[config.mk]
export PLATFORM = sky130hd
export DESIGN_NAME = poly_decompress_ctrl
export DESIGN_NICKNAME = d
export VERILOG_FILES = /design/src/rtl/poly_decompress_ctrl_pkg.sv /design/src/rtl/poly_decompress_ctrl_decomp3_lanes.sv /design/src/rtl/poly_decompress_ctrl.sv
export SDC_FILE = /design/constraint.sdc
export NUM_CORES = 1
export LEC_CHECK = 0
export BUFFER_PORTS_ARGS = -buffer_cell sky130_fd_sc_hd__buf_2
export CAP_MARGIN = 40
export CORE_MARGIN = 2
export CORE_UTILIZATION = 35
export CTS_BUF_LIST = sky130_fd_sc_hd__clkbuf_4 sky130_fd_sc_hd__clkbuf_8 sky130_fd_sc_hd__clkbuf_16
export DETAILED_ROUTE_END_ITERATION = 10
export GPL_ROUTABILITY_DRIVEN = 0
export PLACE_DENSITY = 0.63
export SYNTH_ARGS = -nofsm -noshare
export SYNTH_HDL_FRONTEND = slang
export SYNTH_HIERARCHICAL = 1
export SYNTH_SLANG_ARGS = --single-unit
[constraint.sdc]
create_clock -name clk -period 2.1 [get_ports clk]
set_input_delay 0 -clock clk [delete_from_list [all_inputs] [get_ports clk]]
set_output_delay 0 -clock clk [all_outputs]
set_load 0.02 [all_outputs]
[src/rtl/poly_decompress_ctrl_pkg.sv]
// Shared constants and FSM encoding for the polynomial decompress controller.
package poly_decompress_ctrl_pkg;

    localparam int          KYBER_Q      = 3329;
    localparam int          DECOMP_SHIFT = 3;
    localparam int unsigned LANES        = 8;
    localparam int          LANE_W       = 12;

    typedef enum logic [1:0] {
        S_IDLE  = 2'd0,
        S_RUN   = 2'd1,
        S_DRAIN = 2'd2,
        S_DONE  = 2'd3
    } state_t;

endpackage

[src/rtl/poly_decompress_ctrl_decomp3_lanes.sv]
// Eight-lane 3-bit decompression: each byte's low 3 bits -> round(x * q / 8), 12 bits.
module decomp3_lanes #(
    parameter int KYBER_Q = poly_decompress_ctrl_pkg::KYBER_Q
) (
    input  logic [63:0] words_in,
    output logic [95:0] lanes_out
);
    import poly_decompress_ctrl_pkg::LANES;
    import poly_decompress_ctrl_pkg::LANE_W;
    import poly_decompress_ctrl_pkg::DECOMP_SHIFT;

    logic [31:0] prod;
    // Upper five bits of every byte are don't-care for 3-bit coefficients.
    logic [39:0] unused_bits;

    always_comb begin
        lanes_out   = '0;
        prod        = '0;
        unused_bits = '0;
        for (int unsigned i = 0; i < LANES; i++) begin
            prod = 32'(words_in[8*i +: 3]) * 32'(KYBER_Q) + 32'd4;
            lanes_out[LANE_W*i +: LANE_W] = LANE_W'(prod >> DECOMP_SHIFT);
            unused_bits[5*i +: 5] = words_in[8*i+3 +: 5];
        end
    end

endmodule

[src/rtl/poly_decompress_ctrl.sv]
// Streams N_WORDS source words through read / data / decompress stages into a
// backpressured sink; a stalled write freezes the whole pipeline.
module poly_decompress_ctrl #(
    parameter int KYBER_Q = poly_decompress_ctrl_pkg::KYBER_Q,
    parameter int N_WORDS = 32,
    parameter int AW      = 8
) (
    input  logic          clk,
    input  logic          rst_n,
    input  logic          start,
    input  logic [AW-1:0] src_base,
    input  logic [AW-1:0] dst_base,
    output logic          busy,
    output logic          done,
    output logic          src_en,
    output logic [AW-1:0] src_addr,
    input  logic [63:0]   src_rdata,
    output logic          dst_we,
    output logic [AW-1:0] dst_addr,
    output logic [95:0]   dst_wdata,
    input  logic          dst_ready
);
    import poly_decompress_ctrl_pkg::state_t;
    import poly_decompress_ctrl_pkg::S_IDLE;
    import poly_decompress_ctrl_pkg::S_RUN;
    import poly_decompress_ctrl_pkg::S_DRAIN;
    import poly_decompress_ctrl_pkg::S_DONE;

    localparam int CW = $clog2(N_WORDS + 1);

    state_t        state;
    logic          rd_v;
    logic          data_v;
    logic [CW-1:0] rd_cnt;
    logic [CW-1:0] wr_cnt;
    logic          stall;
    logic          adv;
    logic          wr_fire;
    logic [95:0]   lanes;

    assign stall   = dst_we & ~dst_ready;
    assign adv     = ~stall;
    assign wr_fire = dst_we & dst_ready;
    // A pending read is withheld during a stall so the memory keeps the
    // previous word on src_rdata until the data stage can advance.
    assign src_en  = rd_v & adv;

    decomp3_lanes #(
        .KYBER_Q (KYBER_Q)
    ) u_lanes (
        .words_in  (src_rdata),
        .lanes_out (lanes)
    );

    always_ff @(posedge clk or negedge rst_n) begin
        if (!rst_n) begin
            state     <= S_IDLE;
            busy      <= 1'b0;
            done      <= 1'b0;
            rd_v      <= 1'b0;
            data_v    <= 1'b0;
            rd_cnt    <= '0;
            wr_cnt    <= '0;
            src_addr  <= '0;
            dst_we    <= 1'b0;
            dst_addr  <= '0;
            dst_wdata <= '0;
        end else begin
            done <= 1'b0;

            if (wr_fire) begin
                wr_cnt   <= wr_cnt + 1'b1;
                dst_addr <= dst_addr + 1'b1;
            end

            if (adv) begin
                data_v <= rd_v;
                dst_we <= data_v;
                if (data_v) begin
                    dst_wdata <= lanes;
                end
            end

            case (state)
                S_IDLE: begin
                    if (start) begin
                        state    <= S_RUN;
                        busy     <= 1'b1;
                        rd_v     <= 1'b1;
                        rd_cnt   <= CW'(1);
                        src_addr <= src_base;
                        wr_cnt   <= '0;
                        dst_addr <= dst_base;
                    end
                end
                S_RUN: begin
                    if (adv) begin
                        if (rd_cnt == CW'(N_WORDS)) begin
                            rd_v  <= 1'b0;
                            state <= S_DRAIN;
                        end else begin
                            rd_cnt   <= rd_cnt + 1'b1;
                            src_addr <= src_addr + 1'b1;
                        end
                    end
                end
                S_DRAIN: begin
                    if (wr_fire && (wr_cnt == CW'(N_WORDS - 1))) begin
                        state <= S_DONE;
                        busy  <= 1'b0;
                        done  <= 1'b1;
                    end
                end
                S_DONE: begin
                    state <= S_IDLE;
                end
            endcase
        end
    end

endmodule

==> impl_metrics.py, run 1 <==
metrics = {
    "die": {
        "core_area_um2": 20000,
        "pin_count": 200,
        "chipHeight_um": 146,
        "fp.dieW_um": 146,
        "start_util_pct": 35.4,
        "dieArea_um2": 21400,
        "std_cell_rows": 52,
    },
    "setup_path": {
        "cp_top_family": "adder cells",
        "reg2reg_from": "rd_cnt[2]$_DFFE_PN0P_",
        "worstPathArrival_ns": 2.28,
        "critPathMaxStageDelay_ns": 0.53,
        "path_class": "primary input to register",
        "crit_path_frequent_cell": "ha_1",
        "crit_chain": "dlygate4sd3_1, buf_2, inv_1, ha_1, inv_1, ha_1, ha_1, fa_1, xor2_1, mux2_2",
        "crit_start": "src_rdata[49]",
        "crit_slowest_cell": "dlygate4sd3_1",
        "cp_max_fo": 4,
        "critPathCaptureType": "register",
        "rrSetupSlack_ns": 0.22,
        "crit_path_start_kind": "primary input",
        "crit_required_ns": 2.40,
        "critPathBufInv": 4,
    },
    "detailed_routing": {
        "drt_wl_total_um": 14000,
        "dr.pass1.iters": 4,
        "routedWlPerCell_um": 13.1,
        "vias": 4769,
        "drt-vias-per-instance": 4.44,
        "drt_iter0_markers": 142,
        "route.detailed.drc": 0,
        "antenna_left": 0,
    },
    "timing": {
        "hold_viol_final": 0,
        "slew_viol_final": 0,
        "slew_headroom_pct": 64.5,
        "worstMarginPinSlew_ns": 0.533,
        "period_share_pct": 94.2,
        "clock.fmax_ghz": 0.506,
        "rsz0062_at_grt": "false",
        "period_minus_slack_ns": 1.98,
        "hold_slack_ns": 0.0394,
        "setup_violations": 0,
        "fin_tns_setup_ns": 0,
        "skew_ns": 0.00723,
    },
    "placement": {
        "io_buffers": 159,
        "place_inst": 1000,
        "dp_hpwl_um": 9990,
    },
    "clocking": {
        "cts.sinks": 131,
        "clkTransAtPathRegs_ns": 0.06,
        "cts_buffer_depth": 2,
        "cts_made_buffers": 17,
        "h-tree-depth": 4,
        "cts_setup_buffers": 0,
        "cts-root-buf": "clkbuf_16",
        "tritoncts": "done",
        "worst_skew_pair.late_latency_ns": 0.41,
    },
    "status": {
        "status": "finished clean",
    },
    "yosys": {
        "yosys-top-cells-area": "dfrtp_1 (46%), mux2_2 (16%), ha_1 (11%), buf_4 (6.5%), inv_1 (3.2%)",
        "ys_seq_area_share_pct": 46.2,
        "synth_edf_count": 0,
        "avgSynthCellArea_um2": 11.9,
        "yosysMostFrequentCell": "dfrtp_1",
        "synthDistinctLibCells": 51,
        "synth_adder_area_share_pct": 13.5,
        "synth_area_um2": 7090,
        "synth.top_cells.by_count": "dfrtp_1 (131), mux2_2 (98), ha_1 (64)",
        "yosysWarnings": 6,
        "synthArstFlopShare_pct": 100,
        "synth_compound_area_share_pct": 4.46,
        "ys_ff_latch": 131,
        "synth-xor-area-share_pct": 2.59,
        "muxShareOfSynthArea_pct": 16.4,
        "synthSimpleGateAreaFrac_pct": 6.24,
        "synth_top_family_by_area": "multiplexers",
        "synth_area_leader_cell": "dfrtp_1",
        "synth-main-ff-cell": "dfrtp_1",
        "syn-instance-count": 596,
        "netlist.area_leader.share_pct": 46.2,
    },
    "cells_and_area": {
        "final_nets": 947,
        "num_antenna_cells": 0,
        "fin_cells": 1074,
        "syn_to_final_growth_pct": 27.6,
        "drive_above_1_share_pct": 39.6,
    },
    "power_and_ir_drop": {
        "power.leakage_uw": 0.00440,
        "ir_worst_vdd_mv": 0.878,
        "power_density_nw_per_um2": 1500,
    },
    "global_routing": {
        "antenna_found_initial": 0,
        "grt_max_degree": 54,
        "gr-total-overflow": 0,
        "track_usage_pct": 13.7,
        "grt_pass1_wl_um": 23800,
        "grt_pass1_vias": 4766,
    },
    "hold_path": {
        "hold_class": "primary input to register",
        "worstHoldStart": "src_base[7]",
    },
    "flow_run": {
        "drv_cap": 0,
    },
}
-- placed cells by master (no fill, tap or decap), types with 3 or more instances in the layout --
cell type	count
xor2_1	6
nand2_1	29
inv_1	61
buf_4	15
clkinv_4	3
dfrtp_1	131
ha_1	63
buf_12	3
a2bb2oi_1	3
buf_2	158
bufinv_16	3
o21ai_0	16
o211ai_1	5
clkinv_2	4
xnor2_1	15
mux2_2	98
nand3_1	6
clkinvlp_4	3
clkbuf_16	17
fa_1	8
nand3b_1	4
dlygate4sd3_1	42
nand4_1	6
a21oi_1	5
nor2_1	14
mux2i_1	5
or3_1	4
nand2b_1	4
nor3_1	3
conb_1	32
-- repair_timing --
item | CTS | global route
hold buffers | 42 | 0
setup endpoints to repair | 0 | 1
hold endpoints to repair | 101 | 0
resized for setup | 0 | 1
-- registers in the layout, indices dropped and copies added (netlist names) --
| signal | count |
|---|---|
| busy | 1 |
| data_v | 1 |
| done | 1 |
| dst_addr | 8 |
| dst_wdata | 96 |
| dst_we | 1 |
| rd_cnt | 6 |
| rd_v | 1 |
| src_addr | 8 |
| state | 2 |
| wr_cnt | 6 |
-- path summary, 6_finish.rpt --
| kind | depth (start not counted) | endpoint |
|---|---|---|
| max in group asynchronous | 3 | dst_wdata[11]$_DFFE_PN0P_ |
| worst max register to register | 4 | state[1]$_DFFE_PN0P_ |
| worst min register to register | 1 | dst_wdata[13]$_DFFE_PN0P_ |
| min in group asynchronous | 2 | dst_wdata[16]$_DFFE_PN0P_ |
| worst min-delay path | 4 | src_addr[7]$_DFFE_PN0P_ |
| worst max-delay path | 10 | dst_wdata[83]$_DFFE_PN0P_ |
-- stage by stage --
step	setup WS [ns]	utilization, %	cell area, µm²	total power, µW
after floorplan	0.226	-	7210	8510
after global placement	0.253	40.0	8020	10400
after detailed placement	0.234	40.0	8020	10500
after CTS	0.121	45.2	9050	13700
after global routing	0.0270	45.2	9050	14500
final	0.122	45.2	9050	13500
-- cells by family (layout without fill, tap and decap cells) --
kind of cell	after synthesis	after routing
AO/OA/AOI/OAI	46	46
other	1	32
buffers and inverters	135	312
adder cells (fa/ha/maj)	72	72
multiplexers	104	104
AND/OR/NAND/NOR	86	86
XOR/XNOR	21	21
flip-flops	131	131
-- power by group --
group,internal [µW],switching (µW)
combinational,2690,3360
clock,1930,1140
sequential,3720,709
-- worst reg2reg max path, cell delays in order (launching register included) --
cell	delay, ns
dfrtp_1	0.43
or3_1	0.44
o31a_1	0.34
a211oi_2	0.21
mux2_1	0.34
-- layer usage --
metal | wire length, µm | vias to the layer above | GRT usage [%]
met2 | 6650 | 110 | 22.4
met1 | 6600 | 2326 | 18.1
met4 | 195 | 0 | 4.66
met5 | 0 | - | 0
li1 | - | 2320 | -
met3 | 584 | 13 | 3.00
-- cell type report --
class                   count  area, µm²
well taps                 270        338
flip-flops and latches    131       3280
fillers                  1928      11000
multi-input cells         361       3200
clock inverters            13        159
inverters                  61        229
clock buffers              19        453
repair buffers            219       1400
Power figures use the tool's default switching activity.
==> run 2, diff against run 1 <==
--- a/config.mk
+++ b/config.mk
@@ -12,7 +12,6 @@
 export CTS_BUF_LIST = sky130_fd_sc_hd__clkbuf_4 sky130_fd_sc_hd__clkbuf_8 sky130_fd_sc_hd__clkbuf_16
 export DETAILED_ROUTE_END_ITERATION = 10
 export GPL_ROUTABILITY_DRIVEN = 0
-export PLACE_DENSITY = 0.63
 export SYNTH_ARGS = -nofsm -noshare
 export SYNTH_HDL_FRONTEND = slang
 export SYNTH_HIERARCHICAL = 1
==> run 2 against run 1 <==
  * Final area fell by 0.37%
  * Non-clock buffer count fell by 3
  * Clock skew rose by 0.0026 ns
  * Combinational power fell by 0.8%
  * Wire length rose by 1.7%
  * Critical path depth did not move
  * Sequential share of layout area rose by 0.14 points
  * Power fell by 1.3%
  * Core utilization fell by 0.17 points
  * Fmax barely moved
==> impl_metrics.py, run 2 (same netlist as run 1, synthesis figures left out) <==
metrics = {
    "status": {
        "status": "finished clean",
    },
    "detailed_routing": {
        "drt_wl_total_um": 14300,
        "drt-vias-per-instance": 4.47,
        "vias": 4789,
        "routedWlPerCell_um": 13.3,
        "route.detailed.drc": 0,
        "drt_iter0_markers": 124,
        "antenna_left": 0,
        "dr.pass1.iters": 4,
    },
    "setup_path": {
        "cp_max_fo": 4,
        "worstSetupEndpoint": "dst_wdata[83]$_DFFE_PN0P_",
        "rrSetupSlack_ns": 0.19,
        "crit_chain": "dlygate4sd3_1, buf_2, inv_1, ha_1, inv_1, ha_1, ha_1, fa_1, xor2_1, mux2_2",
        "critPathCaptureType": "register",
        "crit_slowest_cell": "dlygate4sd3_1",
        "path_class": "primary input to register",
        "crit_required_ns": 2.39,
        "critPathMaxStageDelay_ns": 0.52,
        "reg2regPathDepth": 4,
        "worstPathArrival_ns": 2.27,
        "reg2reg_from": "dst_we$_DFFE_PN0P_",
        "r2r_end": "state[1]$_DFFE_PN0P_",
        "crit_path_frequent_cell": "ha_1",
        "crit_start": "src_rdata[49]",
        "crit_path_start_kind": "primary input",
    },
    "global_routing": {
        "grt_pass1_wl_um": 23900,
        "antenna_found_initial": 0,
        "grt_pass1_vias": 4785,
        "track_usage_pct": 13.8,
        "gr-total-overflow": 0,
        "grt_max_degree": 58,
    },
    "hold_path": {
        "hold_class": "primary input to register",
        "worstHoldStart": "start",
    },
    "die": {
        "pin_count": 200,
        "start_util_pct": 35.4,
        "dieArea_um2": 21400,
        "chipHeight_um": 146,
        "core_area_um2": 20000,
        "fp.dieW_um": 146,
        "std_cell_rows": 52,
    },
    "cells_and_area": {
        "num_antenna_cells": 0,
        "fin_cells": 1071,
        "largest_register": "dst_wdata",
        "syn_to_final_growth_pct": 27.1,
        "fillerInstances": 1942,
        "largestRegisters": "dst_wdata: 96 flops, dst_addr: 8 flops, src_addr: 8 flops",
        "largest_reg_flops": 96,
        "layout_commonest_cell": "buf_2",
        "final_nets": 944,
        "final_area_um2": 9020,
        "drive_above_1_share_pct": 39.1,
        "layout_common_cells": "buf_2 (158), dfrtp_1 (131), mux2_2 (98)",
    },
    "clocking": {
        "cts_buffer_depth": 2,
        "cts_made_buffers": 17,
        "clkTransAtPathRegs_ns": 0.06,
        "worst_skew_pair.late_latency_ns": 0.42,
        "cts_resized": 0,
        "cts.sinks": 131,
        "h-tree-depth": 4,
        "cts-root-buf": "clkbuf_16",
        "tritoncts": "done",
    },
    "placement": {
        "io_buffers": 159,
        "dp_hpwl_um": 10100,
        "place_inst": 996,
        "placedInstanceArea_um2": 8000,
    },
    "timing": {
        "slew_viol_final": 0,
        "clock.fmax_ghz": 0.506,
        "skew_ns": 0.00987,
        "period_minus_slack_ns": 1.98,
        "rsz0062_at_grt": "false",
        "period_share_pct": 94.1,
        "worstMarginPinSlew_ns": 0.546,
        "fin_tns_setup_ns": 0,
        "slew_headroom_pct": 63.6,
        "hold_viol_final": 0,
        "setup_violations": 0,
    },
    "power_and_ir_drop": {
        "power_density_nw_per_um2": 1480,
        "ir_worst_vdd_mv": 0.789,
        "power.leakage_uw": 0.00438,
        "total_power_uw": 13400,
    },
    "flow_run": {
        "drv_cap": 0,
    },
}
run 2: cell count changes in the layout (fill, tap and decap cells not counted), sizes merged:
cell	before	now
buf	177	173
clkinv	7	9
dlygate4sd3	42	43
clkinvlp	3	2
bufinv	3	2
run 2: power breakdown:
group	internal, µW	leakage (µW)	switching [µW]
registers	3730	0.00157	716
logic	2650	0.00253	3350
clock network	1800	0.000288	1130
total	8180	0.00438	5190
run 2: worst max-delay path, delay by kind of cell:
kind | cells | cell delay [ns]
adders and majority gates | 4 | 1.13
muxes | 1 | 0.25
xor gates and xnor gates | 1 | 0.15
buffers and inverters | 4 | 0.74
run 2: cell type report:
type                       count  area (µm²)  share of cell area, %
clock buffer                  19         453                   5.02
clock inverter                13         135                   1.50
inverter                      61         229                   2.54
multi-input combinational    361        3200                   35.5
sequential                   131        3280                   36.4
tap                          270         338                   3.75
timing repair buffer         216        1390                   15.4
run 2: per-layer routing:
metal | GRT usage [%] | vias up | wire (µm)
met1 | 17.8 | 2342 | 6560
met5 | 0 | - | 0
met4 | 4.47 | 0 | 167
met3 | 3.97 | 12 | 747
li1 | - | 2318 | -
met2 | 22.6 | 117 | 6780
run 2: worst min path at each step:
stage,to,slack [ns],cells past startpoint
CTS,busy$_DFFE_PN0P_,0.08,4
global placement,dst_wdata[22]$_DFFE_PN0P_,0.02,1
global route,busy$_DFFE_PN0P_,0.11,4
finish,src_addr[6]$_DFFE_PN0P_,0.10,4
floorplan,busy$_DFFE_PN0P_,-0.30,0
detailed placement,dst_wdata[25]$_DFFE_PN0P_,0.01,1
run 2: through the flow:
stage | util (%) | setup WS [ns] | hold slack [ns]
CTS | 45.0 | 0.135 | 0.0761
finish | 45.0 | 0.124 | 0.102
detailed placement | 39.9 | 0.184 | 0.0136
global placement | 39.9 | 0.231 | 0.0224
global route | 45.0 | 0.0420 | 0.114
floorplan | - | 0.226 | -0.296
run 2: repair_timing:
action	CTS	global route
endpoints found under the setup margin	0	0
setup buffers	0	0
hold buffers	43	0
hold endpoints to repair	102	0
